File: src/rtl/pipeline_ctrl_pkg.sv
// Shared types and constants for the pipeline control slice.
package pipeline_ctrl_pkg;

  typedef enum logic [1:0] {
    ST_RUN        = 2'd0,
    ST_LOAD_STALL = 2'd1,
    ST_IMEM_WAIT  = 2'd2
  } state_e;

  localparam int REGNO_BITS_DEF = 4;

  // Register x0 is hard-wired to zero, so a load targeting it never creates a hazard.
  localparam int ZERO_REG = 0;

endpackage

File: src/rtl/sat_counter.sv
// Saturating up-counter with synchronous active-low clear.
module sat_counter #(
  parameter int CNT_BITS = 16
) (
  input  logic                i_clk,
  input  logic                i_clr_b,
  input  logic                i_inc,
  output logic [CNT_BITS-1:0] o_count
);

  logic [CNT_BITS-1:0] r_count;

  // Clear dominates; otherwise count up and hold at all-ones.
  always_ff @(posedge i_clk) begin
    if (!i_clr_b) begin
      r_count <= '0;
    end else if (i_inc && (r_count != {CNT_BITS{1'b1}})) begin
      r_count <= r_count + 1'b1;
    end
  end

  assign o_count = r_count;

endmodule

File: src/rtl/if_hazard_ctrl.sv
// IF/ID and PC sequencing: load-use stall, mispredict flush, imem wait states.
//
// state         | meaning
// --------------+----------------------------------------------------------
// ST_RUN        | normal fetch/advance
// ST_LOAD_STALL | a one-cycle load-use stall was just taken; lu is ignored
// ST_IMEM_WAIT  | instruction memory not ready; PC held, NOPs fed to ID
module if_hazard_ctrl
  import pipeline_ctrl_pkg::*;
#(
  parameter int DBITS      = 32,
  parameter int REGNO_BITS = REGNO_BITS_DEF,
  parameter int CNT_BITS   = 16
) (
  input  logic                  i_clk,
  input  logic                  i_reset,
  input  logic                  i_id_valid,
  input  logic [REGNO_BITS-1:0] i_id_rs1,
  input  logic [REGNO_BITS-1:0] i_id_rs2,
  input  logic                  i_id_uses_rs1,
  input  logic                  i_id_uses_rs2,
  input  logic                  i_ex_is_load,
  input  logic [REGNO_BITS-1:0] i_ex_rd,
  input  logic                  i_br_resolve,
  input  logic                  i_br_mispredict,
  input  logic [DBITS-1:0]      i_br_target,
  input  logic                  i_imem_ready,
  output logic                  o_pc_wrt_en,
  output logic                  o_IF_wrt_en,
  output logic                  o_IF_flush,
  output logic                  o_ID_bubble,
  output logic                  o_pc_redirect,
  output logic [DBITS-1:0]      o_pc_redirect_target,
  output logic [CNT_BITS-1:0]   o_stall_count,
  output logic [CNT_BITS-1:0]   o_flush_count
);

  state_e r_state;
  state_e w_next_state;
  logic   w_mp;
  logic   w_lu;
  logic   w_lu_act;
  logic   w_rs1_hit;
  logic   w_rs2_hit;

  assign w_mp      = i_br_resolve & i_br_mispredict;
  assign w_rs1_hit = i_id_uses_rs1 & (i_id_rs1 == i_ex_rd);
  assign w_rs2_hit = i_id_uses_rs2 & (i_id_rs2 == i_ex_rd);
  assign w_lu      = i_id_valid & i_ex_is_load
                   & (i_ex_rd != REGNO_BITS'(ZERO_REG))
                   & (w_rs1_hit | w_rs2_hit);
  // The stall is one cycle only: a lingering match right after the stall is the
  // same dependence, now satisfied by forwarding.
  assign w_lu_act  = w_lu & (r_state != ST_LOAD_STALL);

  // State register with synchronous active-low reset.
  always_ff @(posedge i_clk) begin
    if (!i_reset) begin
      r_state <= ST_RUN;
    end else begin
      r_state <= w_next_state;
    end
  end

  // Next-state selection in priority order: mispredict, load-use, imem wait.
  always_comb begin
    w_next_state = r_state;
    if (w_mp) begin
      w_next_state = i_imem_ready ? ST_RUN : ST_IMEM_WAIT;
    end else if (w_lu_act) begin
      w_next_state = ST_LOAD_STALL;
    end else if (!i_imem_ready) begin
      w_next_state = ST_IMEM_WAIT;
    end else begin
      w_next_state = ST_RUN;
    end
  end

  // Zero-latency control outputs; reset forces a bubble/NOP with the PC held.
  always_comb begin
    o_pc_wrt_en          = 1'b0;
    o_IF_wrt_en          = 1'b0;
    o_IF_flush           = 1'b0;
    o_ID_bubble          = 1'b0;
    o_pc_redirect        = 1'b0;
    o_pc_redirect_target = '0;
    if (!i_reset) begin
      o_IF_wrt_en = 1'b1;
      o_IF_flush  = 1'b1;
      o_ID_bubble = 1'b1;
    end else if (w_mp) begin
      o_pc_wrt_en          = 1'b1;
      o_IF_wrt_en          = 1'b1;
      o_IF_flush           = 1'b1;
      o_ID_bubble          = 1'b1;
      o_pc_redirect        = 1'b1;
      o_pc_redirect_target = i_br_target;
    end else if (w_lu_act) begin
      o_ID_bubble = 1'b1;
    end else if (!i_imem_ready) begin
      // No valid fetch word: hold the PC and let a NOP enter ID.
      o_IF_wrt_en = 1'b1;
      o_IF_flush  = 1'b1;
    end else begin
      o_pc_wrt_en = 1'b1;
      o_IF_wrt_en = 1'b1;
    end
  end

  sat_counter #(.CNT_BITS(CNT_BITS)) u_stall_cnt (
    .i_clk   (i_clk),
    .i_clr_b (i_reset),
    .i_inc   (~o_pc_wrt_en),
    .o_count (o_stall_count)
  );

  sat_counter #(.CNT_BITS(CNT_BITS)) u_flush_cnt (
    .i_clk   (i_clk),
    .i_clr_b (i_reset),
    .i_inc   (o_pc_redirect),
    .o_count (o_flush_count)
  );

endmodule
File: config.mk
export PLATFORM = sky130hd
export DESIGN_NAME = if_hazard_ctrl
export DESIGN_NICKNAME = d
export VERILOG_FILES = /design/src/rtl/pipeline_ctrl_pkg.sv /design/src/rtl/sat_counter.sv /design/src/rtl/if_hazard_ctrl.sv
export SDC_FILE = /design/constraint.sdc
export NUM_CORES = 1
export LEC_CHECK = 0
export CAP_MARGIN = 20
export CORE_MARGIN = 2
export CORE_UTILIZATION = 30
export CTS_CLUSTER_DIAMETER = 120
export DETAILED_ROUTE_END_ITERATION = 8
export PLACE_DENSITY_LB_ADDON = 0.25
export SLEW_MARGIN = 5
export SYNTH_ARGS = -nofsm -noshare
export SYNTH_HDL_FRONTEND = slang
export SYNTH_SLANG_ARGS = --single-unit
File: constraint.sdc
create_clock -name i_clk -period 2 [get_ports i_clk]
set_clock_uncertainty 0.2 [all_clocks]
set_input_delay 0.3 -clock i_clk [delete_from_list [all_inputs] [get_ports i_clk]]
set_output_delay 0.3 -clock i_clk [all_outputs]
set_load 0.02 [all_outputs]
==> impl_results.html <==
<table>
<tr><th>Metric</th><th>Value</th></tr>
<tr><th colspan="2">Logic synthesis</th></tr>
<tr><td>Ys Warns</td><td>0</td></tr>
<tr><td>Complex-gate fraction of the synthesized area</td><td>15.6%</td></tr>
<tr><td>Adder and majority cell fraction of the synthesized area</td><td>1.22%</td></tr>
<tr><td>Multiplexer fraction of the synthesized cell area</td><td>1.46%</td></tr>
<tr><td>Synth Cell Area</td><td>0.00206 mm2</td></tr>
<tr><td>Average cell area after synthesis</td><td>7.92 um2</td></tr>
<tr><td>Post-Synthesis Net Count</td><td>315</td></tr>
<tr><td>Distinct cells, synth</td><td>38</td></tr>
<tr><td>Combinational family with the most area after synthesis</td><td>simple AND/OR/NAND/NOR gates</td></tr>
<tr><td>Portion of the post-synthesis area used by sequential elements</td><td>33.0%</td></tr>
<tr><td>Synth Register Bits</td><td>34</td></tr>
<tr><td>Post-synthesis simple-gate area fraction</td><td>38.3%</td></tr>
<tr><td>Area share of xor/xnor cells in the synthesized design</td><td>5.95%</td></tr>
<tr><td>Number of instances in the synthesized netlist</td><td>260</td></tr>
<tr><th colspan="2">Route</th></tr>
<tr><td>Met2 wire length</td><td>4070 um</td></tr>
<tr><td>Via count</td><td>2673</td></tr>
<tr><td>Highest routed layer</td><td>met4</td></tr>
<tr><td>Initial DRC Count</td><td>61</td></tr>
<tr><td>Final antenna-violating net count</td><td>0</td></tr>
<tr><td>Aggregate routed wire length</td><td>7690 um</td></tr>
<tr><td>Routed length per placed instance</td><td>14.4 um</td></tr>
<tr><td>Total iterations of the first detailed-routing run</td><td>4</td></tr>
<tr><td>Wire length on met1</td><td>3170 um</td></tr>
<tr><td>Drc violations</td><td>0</td></tr>
<tr><td>Routed length on met3</td><td>241 um</td></tr>
<tr><td>Ratio of routed vias to standard cells</td><td>5.01</td></tr>
<tr><th colspan="2">Layout</th></tr>
<tr><td>Layout cells sized above 1</td><td>37.7%</td></tr>
<tr><td>Fillcell total</td><td>590</td></tr>
<tr><td>Final antenna diode count</td><td>0</td></tr>
<tr><td>Synth-to-layout area growth</td><td>95.0%</td></tr>
<tr><td>Fin cells</td><td>534</td></tr>
<tr><td>Storage cell area</td><td>693 um2</td></tr>
<tr><td>Area of combinational cells with multiple inputs</td><td>0.00148 mm2</td></tr>
<tr><td>Post-layout utilization of the core</td><td>59.8%</td></tr>
<tr><td>Post-layout net count</td><td>509</td></tr>
<tr><th colspan="2">STA</th></tr>
<tr><td>Achievable Freq</td><td>476 MHz</td></tr>
<tr><td># setup viols final</td><td>10</td></tr>
<tr><td>Slew Viols, Final</td><td>0</td></tr>
<tr><td>Minimum period implied by the final worst setup slack</td><td>2.10 ns</td></tr>
<tr><td>Final Hold Viols</td><td>0</td></tr>
<tr><td>Unrepaired setup endpoints after global routing</td><td>yes</td></tr>
<tr><td>Relative slew slack</td><td>69.7%</td></tr>
<tr><td>Least-Margin Pin Slew</td><td>0.452 ns</td></tr>
<tr><td>Final clock period utilization by the worst path</td><td>105%</td></tr>
<tr><td>WHS</td><td>0.243 ns</td></tr>
<tr><td>Worst setup margin</td><td>-0.102 ns</td></tr>
<tr><th colspan="2">Floorplan</th></tr>
<tr><td>Initial core utilization</td><td>30.7%</td></tr>
<tr><td>Area of the die</td><td>0.00754 mm2</td></tr>
<tr><td>DIE WIDTH</td><td>86.9 um</td></tr>
<tr><td>Floorplan Core Area</td><td>0.00672 mm2</td></tr>
<tr><td>Vert. Die Dim</td><td>86.9 um</td></tr>
<tr><td>Number of placement rows</td><td>30</td></tr>
<tr><td>Number of top-level pins</td><td>122</td></tr>
<tr><th colspan="2">CTS</th></tr>
<tr><td>Clock buffers created by TritonCTS</td><td>5</td></tr>
<tr><td>Clk Tree Root Cell</td><td>clkbuf_8</td></tr>
<tr><td>CTS max path bufs</td><td>2</td></tr>
<tr><td>Clock Latency Late Sink</td><td>0.29 ns</td></tr>
<tr><td>Clock Sink Count</td><td>34</td></tr>
<tr><td>CTS Hold Buffers Added</td><td>0</td></tr>
<tr><td>Clock slew seen by the registers of the worst setup and hold paths</td><td>0.07 ns</td></tr>
<tr><td>CTS tree</td><td>built</td></tr>
<tr><td>H-tree levels</td><td>2</td></tr>
<tr><th colspan="2">Worst hold path</th></tr>
<tr><td>HP Class</td><td>in2reg</td></tr>
<tr><th colspan="2">Critical path</th></tr>
<tr><td>Worst Path Arrival</td><td>2.12 ns</td></tr>
<tr><td>Peak fanout along the critical path</td><td>5</td></tr>
<tr><td>Crit start category</td><td>flop</td></tr>
<tr><td>WP data required</td><td>2.02 ns</td></tr>
<tr><td>Crit path kind</td><td>reg2reg</td></tr>
<tr><td>Kind of end point of the critical path</td><td>flop</td></tr>
<tr><th colspan="2">GRT</th></tr>
<tr><td>Vias in the first global route</td><td>2561</td></tr>
<tr><td>Total routing resource utilization after global routing</td><td>19.8%</td></tr>
<tr><td>Global-route wire length before repair</td><td>12000 um</td></tr>
<tr><td>Initial antenna violation count</td><td>0</td></tr>
<tr><td>GRT Residual Overflow</td><td>0</td></tr>
<tr><td>Maximum number of pins on one net before global-route repair</td><td>35</td></tr>
<tr><th colspan="2">Pwr</th></tr>
<tr><td>Pwr Total</td><td>1.54 mW</td></tr>
<tr><td>P per Cell Area</td><td>385 mW/mm2</td></tr>
<tr><td>Worst IR Drop VDD</td><td>0.000295 V</td></tr>
<tr><td>Leakage power figure</td><td>1.66 nW</td></tr>
<tr><th colspan="2">Run</th></tr>
<tr><td>Number of violations of the max-capacitance limit</td><td>0</td></tr>
<tr><th colspan="2">Place</th></tr>
<tr><td>Port buffer count</td><td>121</td></tr>
<tr><td>Detailed Place HPWL</td><td>5360 um</td></tr>
<tr><td>Total placed cells including tap cells</td><td>512</td></tr>
<tr><td>Placement-stage worst setup slack</td><td>-0.875 ns</td></tr>
<tr><td>Final RePlAce weighted congestion</td><td>0.813</td></tr>
<tr><th colspan="2">Outcome</th></tr>
<tr><td>Failing checks</td><td>negative setup slack</td></tr>
<tr><td>Status</td><td>finished, violations left</td></tr>
</table>
==> registers in the layout, summed over array words and instances, names as in the netlist <==
| signal | count |
|---|---|
| u_flush_cnt.o_count | 16 |
| u_stall_cnt.o_count | 16 |
| r_state | 2 |
==> routing by layer <==
layer  global-route usage (%)  vias to the layer above
met1                     24.2                     1265
met2                     34.6                       64
met3                     3.32                       19
met5                        0                        -
met4                     7.24                        0
li1                         -                     1325
==> report_power, final <==
part	switching [mW]	leakage, nW	internal [mW]
logic	0.164	1.34	0.203
clock network	0.246	0.0383	0.240
registers	0.00522	0.279	0.686
total	0.416	1.66	1.13
==> cell usage after synthesis <==
cell	n	area (um2)
a211oi_1	1	7.51
a21o_1	1	7.51
a21oi_1	18	90.1
and2_1	33	206
and3_1	2	12.5
and4_1	1	8.76
and4_4	2	22.5
buf_6	2	22.5
clkbuf_1	7	26.3
clkinv_1	1	3.75
dfxtp_1	34	681
ha_1	2	25.0
inv_1	10	37.5
mux2i_1	3	30.0
nand2_1	20	75.1
nand2b_1	3	18.8
nand3_1	15	75.1
nand4_1	10	62.6
nor2_1	15	56.3
nor2b_1	1	6.26
nor3_1	6	30.0
nor3_2	3	30.0
nor4_1	4	25.0
nor4_4	1	21.3
o211a_1	1	10.0
o211ai_1	2	15.0
o21a_1	2	15.0
o21ai_0	12	60.1
o311ai_0	1	8.76
o31a_1	3	26.3
o31ai_1	8	60.1
o31ai_2	1	12.5
o41ai_1	1	8.76
or3_1	10	62.6
or3b_2	1	8.76
or4_1	9	67.6
xnor2_1	6	52.6
xor2_1	8	70.1
==> worst paths after layout <==
check | start | endpoint | slack [ns] | cells after the start
worst max-delay path | r_state[0] | u_stall_cnt.o_count[11] | -0.10 | 8
worst min register to register | u_stall_cnt.o_count[2] | u_stall_cnt.o_count[2] | 0.34 | 2
worst max register to register | r_state[0] | u_stall_cnt.o_count[11] | -0.10 | 8
worst min-delay path | i_reset | u_stall_cnt.o_count[9] | 0.24 | 4
==> area by class of cell <==
type / instances / share of cell area (%)
inverters: 11 / 1.03
multi-input cells: 207 / 36.7
flip-flops and latches: 34 / 17.3
clock buffers: 7 / 1.90
repair buffers: 195 / 40.6
well taps: 80 / 2.49
==> layout by cell type (no fill, tap or decap), types with 3 or more instances in the layout <==
| cell | Yosys | layout |
|---|---|---|
| inv_1 | 10 | 8 |
| dfxtp_1 | 34 | 24 |
| buf_4 | 0 | 75 |
| o31ai_1 | 8 | 7 |
| nor4_4 | 1 | 3 |
| dfxtp_2 | 0 | 10 |
| or4_4 | 0 | 5 |
| buf_6 | 2 | 8 |
| buf_2 | 0 | 28 |
| and2_1 | 33 | 33 |
| a21oi_1 | 18 | 14 |
| nand3_1 | 15 | 13 |
| clkdlybuf4s50_1 | 0 | 69 |
| clkbuf_8 | 0 | 5 |
| nor2_1 | 15 | 14 |
| nand2_1 | 20 | 15 |
| nor3_1 | 6 | 5 |
| mux2i_1 | 3 | 3 |
| xor2_1 | 8 | 5 |
| clkbuf_2 | 0 | 3 |
| or4_1 | 9 | 4 |
| nand4_1 | 10 | 10 |
| or3_1 | 10 | 10 |
| a21oi_2 | 0 | 4 |
| nand2_2 | 0 | 5 |
| xnor2_1 | 6 | 4 |
| o31a_1 | 3 | 3 |
| nand2b_1 | 3 | 3 |
| nor3_2 | 3 | 3 |
| xor2_2 | 0 | 3 |
| o21ai_0 | 12 | 11 |
| dlygate4sd2_1 | 0 | 6 |
==> through the flow <==
step / TNS [ns] / cell area [um2]
finish: -0.555 / 4020
global route: -1.51 / 4020
CTS: -0.490 / 3870
detailed placement: -29.03 / 3810
global placement: -28.46 / 3810
floorplan: 0 / 2080
==> what timing repair did <==
| action | 4_1_cts | 5_1_grt |
|---|---|---|
| cloned | 1 | 0 |
| buffers inserted | 8 | 7 |
| gates resized for setup | 202 | 37 |
| setup endpoints to repair | 60 | 61 |
| pin swaps | 22 | 18 |
==> logic make-up after synthesis <==
group	Yosys count
AOI/OAI and AO/OA	51
and+or+nand+nor	136
xor gates and xnor gates	14
muxes	3
DFF	34
adders and majority gates	2
buffers and inverters	20
==> critical path, cell delays in order, from the launching register on <==
cell,delay (ns)
dfxtp_2,0.31
nor2b_4,0.12
nor3_4,0.16
and4_4,0.26
buf_6,0.13
nor4_4,0.05
buf_4,0.15
or4_1,0.48
a21oi_1,0.16
Note: power is estimated with default switching activity, not from simulation.
